### src/rtl/uart_pkg.sv
// Shared types for the UART frame decoder: sync marker, parser states, error codes.
`timescale 1ns/1ps
package uart_pkg;

  localparam logic [7:0] SYNC_BYTE = 8'hA5;

  typedef enum logic [1:0] {
    WAIT_SYNC = 2'd0,
    GET_ADDR  = 2'd1,
    GET_DATA  = 2'd2,
    GET_CHK   = 2'd3
  } frame_state_t;

  typedef enum logic [1:0] {
    ERR_NONE    = 2'd0,
    ERR_CHK     = 2'd1,
    ERR_ADDR    = 2'd2,
    ERR_TIMEOUT = 2'd3
  } frame_err_t;

endpackage

### src/rtl/uart_gap_timer.sv
// Inter-byte gap timer; expired is a registered one-cycle flag that is high
// during the cycle in which the count sits at TIMEOUT_CLKS-1.
`timescale 1ns/1ps
module uart_gap_timer #(
  parameter int unsigned TIMEOUT_CLKS = 4_545_460
) (
  input  logic clk,
  input  logic rst_n,
  input  logic clr,
  input  logic en,
  output logic expired
);

  localparam int unsigned CW = $clog2(TIMEOUT_CLKS);

  logic [CW-1:0] count_q;

  // Flag is raised one edge early so the parser acts on the terminal-count edge.
  always_ff @(posedge clk or negedge rst_n) begin
    if (!rst_n) begin
      count_q <= '0;
      expired <= 1'b0;
    end else if (clr || !en || expired) begin
      count_q <= '0;
      expired <= 1'b0;
    end else begin
      count_q <= count_q + CW'(1);
      expired <= (count_q == CW'(TIMEOUT_CLKS - 2));
    end
  end

endmodule

### src/rtl/uart_frame_decoder.sv
// Parses SYNC/ADDR/DATA/CHK write frames from a UART byte stream into a small
// register bank, reporting checksum, address and inter-byte timeout errors.
`timescale 1ns/1ps
module uart_frame_decoder
  import uart_pkg::*;
#(
  parameter int unsigned NUM_REGS     = 4,
  parameter int unsigned TIMEOUT_CLKS = 4_545_460
) (
  input  logic                        clk,
  input  logic                        rst_n,
  input  logic                        rx_valid,
  input  logic [7:0]                  rx_data,
  output logic                        wr_stb,
  output logic [$clog2(NUM_REGS)-1:0] wr_addr,
  output logic [NUM_REGS*8-1:0]       regs,
  output logic                        err_stb,
  output logic [1:0]                  err_code,
  output logic [7:0]                  frame_count
);

  localparam int unsigned AW = $clog2(NUM_REGS);

  frame_state_t          state_q, state_d;
  frame_err_t            err_q, err_d;
  logic [7:0]            addr_q, addr_d;
  logic [7:0]            data_q, data_d;
  logic [NUM_REGS*8-1:0] regs_q, regs_d;
  logic [AW-1:0]         waddr_q, waddr_d;
  logic [7:0]            fc_q, fc_d;
  logic                  wr_stb_q, wr_stb_d;
  logic                  err_stb_q, err_stb_d;
  logic                  timer_clr, timer_en, timer_expired;

  assign timer_en  = (state_q != WAIT_SYNC);
  assign timer_clr = rx_valid || (state_q == WAIT_SYNC);

  uart_gap_timer #(
    .TIMEOUT_CLKS(TIMEOUT_CLKS)
  ) u_gap_timer (
    .clk     (clk),
    .rst_n   (rst_n),
    .clr     (timer_clr),
    .en      (timer_en),
    .expired (timer_expired)
  );

  always_ff @(posedge clk or negedge rst_n) begin
    if (!rst_n) begin
      state_q   <= WAIT_SYNC;
      err_q     <= ERR_NONE;
      addr_q    <= '0;
      data_q    <= '0;
      regs_q    <= '0;
      waddr_q   <= '0;
      fc_q      <= '0;
      wr_stb_q  <= 1'b0;
      err_stb_q <= 1'b0;
    end else begin
      state_q   <= state_d;
      err_q     <= err_d;
      addr_q    <= addr_d;
      data_q    <= data_d;
      regs_q    <= regs_d;
      waddr_q   <= waddr_d;
      fc_q      <= fc_d;
      wr_stb_q  <= wr_stb_d;
      err_stb_q <= err_stb_d;
    end
  end

  // A byte arriving on the terminal-count edge takes precedence over the timeout.
  always_comb begin
    state_d   = state_q;
    err_d     = err_q;
    addr_d    = addr_q;
    data_d    = data_q;
    regs_d    = regs_q;
    waddr_d   = waddr_q;
    fc_d      = fc_q;
    wr_stb_d  = 1'b0;
    err_stb_d = 1'b0;

    if (rx_valid) begin
      case (state_q)
        WAIT_SYNC: begin
          if (rx_data == SYNC_BYTE) state_d = GET_ADDR;
        end
        GET_ADDR: begin
          addr_d  = rx_data;
          state_d = GET_DATA;
        end
        GET_DATA: begin
          data_d  = rx_data;
          state_d = GET_CHK;
        end
        GET_CHK: begin
          state_d = WAIT_SYNC;
          if (rx_data != 8'(addr_q + data_q)) begin
            err_stb_d = 1'b1;
            err_d     = ERR_CHK;
          end else if (addr_q >= 8'(NUM_REGS)) begin
            err_stb_d = 1'b1;
            err_d     = ERR_ADDR;
          end else begin
            for (int unsigned i = 0; i < NUM_REGS; i++) begin
              if (addr_q[AW-1:0] == AW'(i)) regs_d[i*8 +: 8] = data_q;
            end
            waddr_d  = addr_q[AW-1:0];
            wr_stb_d = 1'b1;
            fc_d     = fc_q + 8'd1;
          end
        end
        default: state_d = WAIT_SYNC;
      endcase
    end else if (timer_expired && (state_q != WAIT_SYNC)) begin
      state_d   = WAIT_SYNC;
      err_stb_d = 1'b1;
      err_d     = ERR_TIMEOUT;
    end
  end

  assign wr_stb      = wr_stb_q;
  assign wr_addr     = waddr_q;
  assign regs        = regs_q;
  assign err_stb     = err_stb_q;
  assign err_code    = 2'(err_q);
  assign frame_count = fc_q;

endmodule
### config.mk
export PLATFORM = sky130hd
export DESIGN_NAME = uart_frame_decoder
export DESIGN_NICKNAME = d
export VERILOG_FILES = /design/src/rtl/uart_pkg.sv /design/src/rtl/uart_gap_timer.sv /design/src/rtl/uart_frame_decoder.sv
export SDC_FILE = /design/constraint.sdc
export NUM_CORES = 1
export LEC_CHECK = 0
export ABC_AREA = 1
export BUFFER_PORTS_ARGS = -buffer_cell sky130_fd_sc_hd__buf_4
export CORE_UTILIZATION = 50
export DETAILED_ROUTE_END_ITERATION = 12
export PLACE_DENSITY = 0.7
export REMOVE_ABC_BUFFERS = 1
export SLEW_MARGIN = 20
export SYNTH_ARGS = -nofsm -noshare
export SYNTH_HDL_FRONTEND = slang
export SYNTH_SLANG_ARGS = --single-unit
### constraint.sdc
create_clock -name clk -period 3.25 [get_ports clk]
set_clock_uncertainty 0.15 [all_clocks]
set_input_delay 0.4875 -clock clk [delete_from_list [all_inputs] [get_ports clk]]
set_output_delay 0.4875 -clock clk [all_outputs]
set_load 0.02 [all_outputs]
==> impl_metrics.ini <==
[synth]
synth_edf_count = 0
yosysWarnings = 0
synth-seq-area-share_pct = 46.86
synthTopCellsByCount = 133 x nand2_1, 88 x dfrtp_1, 88 x inv_1
synth_top_family_by_area = simple AND/OR/NAND/NOR gates
synth_cells = 572
synthXorXnorAreaFrac_pct = 3.168
synth_top_flop_cell = dfrtp_1
syn_area_um2 = 4700
syn_area_per_cell_um2 = 8.216
synthSimpleGateAreaFrac_pct = 26.36
yosysUniqueCellTypes = 34
synth_mux_area_share_pct = 0
ys_async_sr_fraction_pct = 100.0
synth_top_area_share_pct = 46.86
ys_ff_latch = 88
synth_top_area_cell = dfrtp_1
yosysMostFrequentCell = nand2_1
synth-compound-area-share_pct = 11.18
synthAdderAreaFrac_pct = 4.153
synth_area_leaders = dfrtp_1 47%, nand2_1 11%, inv_1 7.0%

[global_routing]
grt_util_all_layers_pct = 22.53
grt_max_degree = 44
antenna_found_initial = 0
grt_pass1_vias = 3655
overflow = 0
grt_pass1_wl_um = 17420

[clock_network]
root_buffer = clkbuf_8
ctsHtreeMaxLevel = 3
tritoncts = yes
cts.clk_slew.worst_paths_ns = 0.09
clk_latency_ns = 0.36
cts.sinks = 88
numCtsBuffers = 9
cts-resized-gates = 0
clk_path_buf_depth = 2

[floorplanning]
start_util_pct = 51.35
std_cell_rows = 35
die_area_um2 = 9791
die_w_um = 98.95
core_um2 = 9153
top_level_ports = 57
die_height_um = 98.95

[sta]
setup_viol = 0
fin_crit_sh_pct = 88.21
grt_setup_unrepaired = false
report.final.slew_viol_count = 0
finalSetupTns_ns = 0
min_period_ns = 2.867
max-slew-margin-rel_pct = 35.69
fmax_mhz = 348.8
hold_viol_final = 0
worst_pin_slew_ns = 0.9636

[pwr]
combPwrFrac_pct = 31.1
power_switching_mw = 1.260
power_density_nw_per_um2 = 598.1
p_clk_share_pct = 25.1
seqPwrFrac_pct = 43.8
swShare_pct = 38.69
peakVddDrop_v = 0.0002663
intPower_mw = 1.997
p_leak_nw = 2.627

[final_layout]
layout.cells.non_filler = 745
layout-drive-gt1-share_pct = 13.41
antenna_cells = 0
fin_util_pct = 59.49
area_delta_synth_final_pct = 15.87
n_fill_cell = 843
nets = 656

[hold_path]
hold_path.class = in -> reg

[route]
drc = 0
drt_pass1_iterations = 5
avgViaCountPerCell = 5.295
ant_nets = 0
drt-initial-drc-count = 178
wl_um = 10320
route.vias.total = 3945
wl_per_cell_um = 13.85

[setup_path]
cp-end-kind = flop
start_kind = flop
worstSetupPathType = reg -> reg
ff2ff_path_depth = 10
required_ns = 3.35
crit_start = data_q[0]
rr_endpoint = regs[25]
path_max_fanout = 9
crit_end = regs[25]
r2r-start = data_q[0]
arrival_ns = 2.96
rrSetupSlack_ns = 0.38

[run]
drv_cap = 0

[placement]
place_hpwl_um = 7359
port_buffers = 56
gp_congestion = 0.8491
dp_cells = 729

[run_status]
status = finished, final reports clean
-- placed cells by master (no fill, tap or decap), drive strengths merged, types with 14 or more instances in the layout --
master,synthesis,routed
o21ai,32,32
nand3,58,58
dfrtp,88,88
buf,3,59
inv,88,88
nand2,134,134
nor3,18,18
nor2,33,33
ha,14,14
o21bai,32,32
-- area by class of cell --
class | instances | area, um^2 | area share, %
inverters | 89 | 334.1 | 6.135
repair buffers | 60 | 452.9 | 8.318
multi-input cells | 382 | 2108 | 38.72
flip-flops and latches | 88 | 2202 | 40.44
clock inverters | 6 | 85.08 | 1.563
well taps | 111 | 138.9 | 2.551
clock buffers | 9 | 123.9 | 2.275
-- sequential cells by signal (all words and copies together) (netlist names) --
name and flops:
u_gap_timer.expired 1, frame_count 8, regs 32, wr_addr 2, wr_stb 1, state_q 2, u_gap_timer.count_q 23, data_q 8
err_code 2, err_stb 1, addr_q 8
-- power by group through the flow --
stage | logic, mW | registers (mW) | clock network [mW]
3_5_place_dp | 1.01 | 1.45 | 0
3_3_place_gp | 0.977 | 1.44 | 0
4_1_cts | 1.01 | 1.42 | 0.841
6_report | 1.01 | 1.43 | 0.818
5_1_grt | 1.16 | 1.44 | 0.877
2_1_floorplan | 0.761 | 1.38 | 0
-- cells by family after synthesis --
| family | Yosys count |
|---|---|
| adder cells (fa/ha/maj) | 15 |
| buffers and inverters | 102 |
| XOR/XNOR | 17 |
| AND/OR/NAND/NOR | 266 |
| AO/OA/AOI/OAI | 84 |
| flip-flops | 88 |
-- layer usage --
layer	track usage [%]	wire [um]	up-vias
met2	36.36	4758	89
met1	30.46	4943	1865
met5	0	0	-
li1	-	-	1972
met4	8.726	225	0
met3	3.759	389	19
-- metrics by stage --
step / cell area, um^2 / total power [mW] / hold slack, ns / worst slack (ns)
after floorplan: 4644 / 2.138 / 0.04191 / 0.7532
after global placement: 5226 / 2.417 / 0.3217 / 0.4492
after detailed placement: 5226 / 2.453 / 0.3328 / 0.3781
after CTS: 5445 / 3.279 / 0.2712 / 0.3599
after global routing: 5445 / 3.476 / 0.2954 / 0.1109
final: 5445 / 3.257 / 0.2851 / 0.3832
-- how the worst min path moves through the flow --
stage / startpoint / endpoint / slack, ns / cells past startpoint
after floorplan: rst_n / addr_q[0] / 0.04 / 0
after global placement: u_gap_timer.count_q[0] / u_gap_timer.count_q[0] / 0.32 / 1
after detailed placement: u_gap_timer.count_q[0] / u_gap_timer.count_q[0] / 0.33 / 1
after CTS: rx_data[5] / data_q[5] / 0.27 / 3
after global routing: rx_data[5] / data_q[5] / 0.30 / 3
final: rx_data[5] / data_q[5] / 0.29 / 3
-- critical path, stage by stage (launching register included) --
cell and delay [ns]:
dfrtp_1 0.45, ha_1 0.24, fa_1 0.46, xnor2_1 0.18, nand2_1 0.07, nor2_1 0.11
nand3_1 0.12, nor2_4 0.28, nand4_1 0.36, o21bai_1 0.27, nand2_1 0.08
-- repair_timing --
item / in CTS / in global routing
hold buffers: 1 / 0
buffers inserted: 0 / 0
hold endpoints to repair: 41 / 0
Power figures use the tool's default switching activity.
